**config.mk**
```make
export PLATFORM = sky130hd
export DESIGN_NAME = ps2_cmd_scheduler
export DESIGN_NICKNAME = d
export VERILOG_FILES = /design/src/rtl/ps2_cmd_scheduler.sv
export SDC_FILE = /design/constraint.sdc
export NUM_CORES = 1
export LEC_CHECK = 0
export BUFFER_PORTS_ARGS = -buffer_cell sky130_fd_sc_hd__buf_2
export CAP_MARGIN = 20
export CORE_MARGIN = 2
export CORE_UTILIZATION = 35
export CTS_BUF_LIST = sky130_fd_sc_hd__clkbuf_16
export CTS_CLUSTER_DIAMETER = 150
export DETAILED_ROUTE_END_ITERATION = 10
export SETUP_SLACK_MARGIN = 0.5
export SLEW_MARGIN = 20
export SYNTH_ARGS = -nofsm -noshare
export SYNTH_HDL_FRONTEND = slang
export SYNTH_SLANG_ARGS = --single-unit
```
**constraint.sdc**
```tcl
create_clock -name clk -period 1.6 [get_ports clk]
set_input_delay 0.16 -clock clk [delete_from_list [all_inputs] [get_ports clk]]
set_output_delay 0.16 -clock clk [all_outputs]
set_load 0.05 [all_outputs]
```
**src/rtl/ps2_cmd_scheduler.sv**
```systemverilog
// Round-robin host-to-device command scheduler for a PS/2 engine: sends command (+ optional
// parameter) bytes with per-byte ACK/RESEND/timeout handling and forwards all other rx bytes.
module ps2_cmd_scheduler #(
  parameter int unsigned NUM_REQ     = 2,
  parameter int unsigned MAX_RETRY   = 3,
  parameter int unsigned ACK_TIMEOUT = 502500
) (
  input  logic                   clk,
  input  logic                   rst_n,
  input  logic [NUM_REQ-1:0]     req,
  input  logic [8*NUM_REQ-1:0]   req_cmd,
  input  logic [8*NUM_REQ-1:0]   req_param,
  input  logic [NUM_REQ-1:0]     req_has_param,
  output logic [NUM_REQ-1:0]     done,
  output logic [NUM_REQ-1:0]     err,
  output logic                   dev_write,
  output logic [7:0]             dev_tx_data,
  input  logic                   dev_busy,
  input  logic                   dev_read,
  input  logic [7:0]             dev_rx_data,
  output logic                   rx_valid,
  output logic [7:0]             rx_byte
);

  localparam int unsigned TW = (ACK_TIMEOUT > 0) ? $clog2(ACK_TIMEOUT + 1) : 1;
  localparam int unsigned RW = (MAX_RETRY > 0) ? $clog2(MAX_RETRY + 1) : 1;
  localparam int unsigned GW = (NUM_REQ > 1) ? $clog2(NUM_REQ) : 1;
  localparam logic [7:0] ACK_BYTE    = 8'hFA;
  localparam logic [7:0] RESEND_BYTE = 8'hFE;

  typedef enum logic [2:0] {IDLE, SEND, WAIT_BUSY, WAIT_TX, WAIT_ACK, FINISH} state_t;

  state_t            state_q, state_d;
  logic [7:0]        cmd_q, cmd_d, param_q, param_d;
  logic              has_param_q, has_param_d, phase_q, phase_d;
  logic [RW-1:0]     retry_q, retry_d;
  logic [TW-1:0]     timer_q, timer_d;
  logic [GW-1:0]     grant_q, grant_d, rr_q, rr_d;
  logic [1:0]        busy_cnt_q, busy_cnt_d;
  logic [NUM_REQ-1:0] done_d, err_d;
  logic              dev_write_d, rx_valid_d;
  logic [7:0]        tx_data_d, rx_byte_d;

  logic              grant_found;
  logic [GW-1:0]     grant_idx;
  logic              is_ack, is_resend, timed_out, retry_max;

  assign is_ack    = dev_read && (dev_rx_data == ACK_BYTE);
  assign is_resend = dev_read && (dev_rx_data == RESEND_BYTE);
  assign timed_out = (timer_q == TW'(ACK_TIMEOUT));
  assign retry_max = (retry_q == RW'(MAX_RETRY));

  // First requester at or after the round-robin pointer, wrapping
  always_comb begin
    int unsigned k;
    grant_found = 1'b0;
    grant_idx   = '0;
    for (int unsigned i = 0; i < NUM_REQ; i++) begin
      k = (32'(rr_q) + i) % NUM_REQ;
      if (!grant_found && req[GW'(k)]) begin
        grant_found = 1'b1;
        grant_idx   = GW'(k);
      end
    end
  end

  // State register
  always_ff @(posedge clk or negedge rst_n) begin
    if (!rst_n) state_q <= IDLE;
    else        state_q <= state_d;
  end

  // Next-state logic
  always_comb begin
    state_d = state_q;
    case (state_q)
      IDLE:      if (grant_found) state_d = SEND;
      SEND:      if (!dev_busy) state_d = WAIT_BUSY;
      WAIT_BUSY: begin
        if (dev_busy)                 state_d = WAIT_TX;
        else if (busy_cnt_q == 2'd3)  state_d = SEND;
      end
      WAIT_TX:   if (!dev_busy) state_d = WAIT_ACK;
      WAIT_ACK: begin
        if (is_ack)                       state_d = (!phase_q && has_param_q) ? SEND : FINISH;
        else if (is_resend || timed_out)  state_d = retry_max ? FINISH : SEND;
      end
      FINISH:    state_d = IDLE;
      default:   state_d = IDLE;
    endcase
  end

  // Datapath and registered-output next values
  always_comb begin
    cmd_d       = cmd_q;
    param_d     = param_q;
    has_param_d = has_param_q;
    phase_d     = phase_q;
    retry_d     = retry_q;
    timer_d     = timer_q;
    grant_d     = grant_q;
    rr_d        = rr_q;
    busy_cnt_d  = busy_cnt_q;
    done_d      = '0;
    err_d       = '0;
    dev_write_d = 1'b0;
    tx_data_d   = dev_tx_data;
    rx_valid_d  = 1'b0;
    rx_byte_d   = rx_byte;

    // ACK/RESEND are consumed only while an acknowledgement is awaited
    if (dev_read && !(state_q == WAIT_ACK && (is_ack || is_resend))) begin
      rx_valid_d = 1'b1;
      rx_byte_d  = dev_rx_data;
    end

    case (state_q)
      IDLE: begin
        if (grant_found) begin
          grant_d     = grant_idx;
          cmd_d       = req_cmd[{grant_idx, 3'b000} +: 8];
          param_d     = req_param[{grant_idx, 3'b000} +: 8];
          has_param_d = req_has_param[grant_idx];
          phase_d     = 1'b0;
          retry_d     = '0;
        end
      end
      SEND: begin
        if (!dev_busy) begin
          dev_write_d = 1'b1;
          tx_data_d   = phase_q ? param_q : cmd_q;
          busy_cnt_d  = '0;
        end
      end
      WAIT_BUSY: if (!dev_busy) busy_cnt_d = busy_cnt_q + 2'd1;
      WAIT_TX:   if (!dev_busy) timer_d = '0;
      WAIT_ACK: begin
        timer_d = timer_q + TW'(1);
        if (is_ack) begin
          if (!phase_q && has_param_q) begin
            phase_d = 1'b1;
            retry_d = '0;
          end else begin
            done_d[grant_q] = 1'b1;
          end
        end else if (is_resend || timed_out) begin
          if (retry_max) err_d[grant_q] = 1'b1;
          else           retry_d = retry_q + RW'(1);
        end
      end
      FINISH: rr_d = (grant_q == GW'(NUM_REQ - 1)) ? '0 : grant_q + GW'(1);
      default: ;
    endcase
  end

  // Datapath and output registers
  always_ff @(posedge clk or negedge rst_n) begin
    if (!rst_n) begin
      cmd_q       <= '0;
      param_q     <= '0;
      has_param_q <= 1'b0;
      phase_q     <= 1'b0;
      retry_q     <= '0;
      timer_q     <= '0;
      grant_q     <= '0;
      rr_q        <= '0;
      busy_cnt_q  <= '0;
      done        <= '0;
      err         <= '0;
      dev_write   <= 1'b0;
      dev_tx_data <= '0;
      rx_valid    <= 1'b0;
      rx_byte     <= '0;
    end else begin
      cmd_q       <= cmd_d;
      param_q     <= param_d;
      has_param_q <= has_param_d;
      phase_q     <= phase_d;
      retry_q     <= retry_d;
      timer_q     <= timer_d;
      grant_q     <= grant_d;
      rr_q        <= rr_d;
      busy_cnt_q  <= busy_cnt_d;
      done        <= done_d;
      err         <= err_d;
      dev_write   <= dev_write_d;
      dev_tx_data <= tx_data_d;
      rx_valid    <= rx_valid_d;
      rx_byte     <= rx_byte_d;
    end
  end

endmodule

```
==> impl_metrics.py <==
metrics = {
    "logic_synthesis": {
        "synth_edf_count": 0,
        "syn_inst": 329,
        "yosysMostFrequentCell": "dfrtp_1",
        "yosys.area.top_type": "dfrtp_1",
        "synth_cell_type_count": 52,
        "yosysSeqAreaShare_pct": 50.5,
        "ys_seq_elements": 68,
        "synth_common_cells": "dfrtp_1, nor2_1, mux2i_1, a21oi_1, nand2_1",
        "syn_area_mm2": 0.00337,
        "async_flop_share_pct": 100,
        "yosysWarnings": 0,
        "syn_area_per_cell_um2": 10.2,
        "synthFlopType": "dfrtp_1",
        "synth_nets": 381,
        "yosysTopAreaCellShare_pct": 50.5,
        "yosys-top-cells-area": "dfrtp_1, mux2i_1, a21oi_1, nor2_1, nand2_1",
    },
    "sta": {
        "rsz0062_at_grt": "yes",
        "finalSetupViolCount": 29,
        "fin_crit_sh_pct": 106,
        "report.final.slew_viol_count": 0,
        "finalHoldViolCount": 0,
        "holdWs_ps": 87.6,
        "worst_pin_slew_ps": 381,
        "slew_headroom_pct": 74.6,
        "max_freq_mhz": 588,
        "setup_ws_ps": -99.4,
        "fin_worst_skew_ps": 6.17,
        "period_minus_slack_ps": 1700,
        "fin_tns_setup_ps": -1230,
    },
    "floorplanning": {
        "dieArea_mm2": 0.0104,
        "initial_core_util_pct": 36.3,
        "die_h_um": 102,
        "io_pins": 70,
        "rows": 35,
        "core_mm2": 0.00928,
        "dieWidth_um": 102,
    },
    "routing": {
        "drt-wirelength-per-cell_um": 15.1,
        "dr.pass1.iters": 4,
        "routed_wl_um": 9270,
        "num_vias": 3073,
        "drt_iter0_drc": 130,
        "viasPerCell": 5.01,
        "ant_nets": 0,
        "route.detailed.drc": 0,
    },
    "setup_path": {
        "worstPathMaxFanout": 3,
        "ff2ff_path_depth": 6,
        "required_ps": 1800,
        "end_kind": "register",
        "startpoint": "state_q[0]$_DFFE_PN0P_",
        "start_kind": "register",
        "cp.arrival_ps": 1900,
        "r2r_end": "retry_q[1]$_DFFE_PN0P_",
        "crit_type": "reg -> reg",
        "rrSetupSlack_ps": -100,
        "rr_startpoint": "state_q[0]$_DFFE_PN0P_",
    },
    "grt": {
        "grt_pass1_vias": 2939,
        "grt_max_degree": 69,
        "grt_remaining_overflow": 0,
        "grt_pass1_wl_um": 14000,
        "antenna_found_initial": 0,
        "grtUsageTotal_pct": 17.4,
        "gr-usage-met3_pct": 3.90,
        "met1_usage_pct": 21.8,
        "grt.busiest_layer": "met2",
        "met2_usage_pct": 29.7,
    },
    "final_layout": {
        "fill_cells": 765,
        "area_growth_pct": 67.8,
        "layout.nets": 531,
        "fin_area_mm2": 0.00565,
        "drive_above_1_share_pct": 56.8,
        "diodes": 0,
    },
    "cts": {
        "cts_tree": "done",
        "insertion_delay_ps": 320,
        "cts_inserted_buffers": 9,
        "cts.sink_count": 68,
        "root_buffer": "clkbuf_16",
        "clock_path_buffers": 2,
        "clkSlewWorstSetupHoldPaths_ps": 60,
        "cts_max_level": 3,
    },
    "place": {
        "gp_routability_congestion": 0.781,
        "io_buffers": 69,
        "placed_cell_area_mm2": 0.00427,
        "hpwlAfterDp_um": 5330,
    },
    "hold_path": {
        "whs_endpoint": "rx_byte[3]$_DFFE_PN0P_",
        "min_from": "dev_rx_data[3]",
        "min_delay_path_depth": 2,
        "holdCritPathClass": "in -> reg",
    },
    "run_status": {
        "status": "finished, violations left",
        "failed_checks": "setup timing",
    },
    "power": {
        "ir_drop_mv": 0.838,
        "power_mw": 9.70,
        "clockPowerShare_pct": 22.7,
        "swShare_pct": 35.7,
        "power_density_mw_per_mm2": 1720,
        "p_seq_share_pct": 27.3,
        "intPower_mw": 6.23,
        "p_sw_mw": 3.47,
        "combPwrFrac_pct": 50.0,
        "p_leak_nw": 2.62,
    },
    "flow_run": {
        "max-cap-violations": 0,
    },
}
-- worst max path at each step --
stage / to
after floorplan: retry_q[1]$_DFFE_PN0P_
after global placement: retry_q[1]$_DFFE_PN0P_
after detailed placement: retry_q[1]$_DFFE_PN0P_
after CTS: retry_q[1]$_DFFE_PN0P_
after global routing: retry_q[1]$_DFFE_PN0P_
final: retry_q[1]$_DFFE_PN0P_
-- worst max-delay path, stage by stage (launching register included) --
cell	delay (ps)
dfrtp_1	410
nor3b_4	250
buf_4	160
nand2_4	40
mux2_4	280
o311a_4	140
mux2_4	300
-- cell usage in the layout (no fill, tap or decap), drive strengths merged, types with 4 or more instances in the layout --
cell type	count
a21oi	30
and3	6
buf	149
clkbuf	14
dfrtp	68
ha	4
inv	12
mux2	8
mux2i	31
nand2	28
nand3	16
nand4	5
nor2	39
nor4	5
o21ai	22
or3	4
-- cells by family after synthesis --
logic type / count (synthesis) / share of synthesized area (%)
simple gates: 119 / 19.2
compound gates: 71 / 12.8
fa+ha+maj: 4 / 1.49
xor+xnor: 1 / 0.260
mux: 39 / 12.1
flops: 68 / 50.5
buf+inv: 27 / 3.60
-- routing by layer --
metal | vias up | wire length, um | part of all wire [%]
li1 | 1478 | - | -
met1 | 1518 | 4060 | 44
met2 | 71 | 4830 | 52
met3 | 6 | 313 | 3.4
met4 | 0 | 60 | 0.65
met5 | - | 0 | 0
-- cell type report --
type                    count  area [um2]  area share (%)
clock buffers               9         225            3.99
clock inverters             7         106            1.88
inverters                  11        41.3           0.731
multi-input cells         234        2020            35.7
flip-flops and latches     68        1700            30.1
well taps                 129         161            2.86
repair buffers            155        1400            24.7
-- repair_timing --
| item | 4_1_cts | 5_1_grt |
|---|---|---|
| resized for setup | 86 | 92 |
| hold endpoints to repair | 68 | 0 |
| setup endpoints to repair | 78 | 82 |
| setup buffers | 15 | 17 |
| pin swaps | 23 | 17 |
| gates cloned | 5 | 2 |
| hold buffers | 1 | 0 |
-- stage by stage --
step | utilization (%) | instances | setup slack [ps]
2_1_floorplan | - | 329 | -52.0
3_3_place_gp | 46.0 | 557 | -44.9
3_5_place_dp | 46.0 | 557 | -101
4_1_cts | 55.7 | 594 | -77.1
5_1_grt | 60.9 | 613 | -169
6_report | 60.9 | 613 | -99.4
-- power groups by stage --
stage | sequential [mW] | combinational [mW] | clock [mW]
3_5_place_dp | 2.55 | 2.81 | 0
5_1_grt | 2.70 | 5.16 | 2.31
4_1_cts | 2.59 | 3.86 | 2.24
2_1_floorplan | 2.95 | 1.57 | 0
6_report | 2.65 | 4.85 | 2.20
3_3_place_gp | 2.52 | 2.76 | 0
-- sequential cells by signal (all words and copies together) (netlist names), 2 cells and up --
| name | cells |
|---|---|
| cmd_q | 8 |
| err | 2 |
| dev_tx_data | 8 |
| done | 2 |
| busy_cnt_q | 2 |
| retry_q | 2 |
| timer_q | 19 |
| rx_byte | 8 |
| state_q | 3 |
| param_q | 8 |
(Power assumes the default switching activity.)
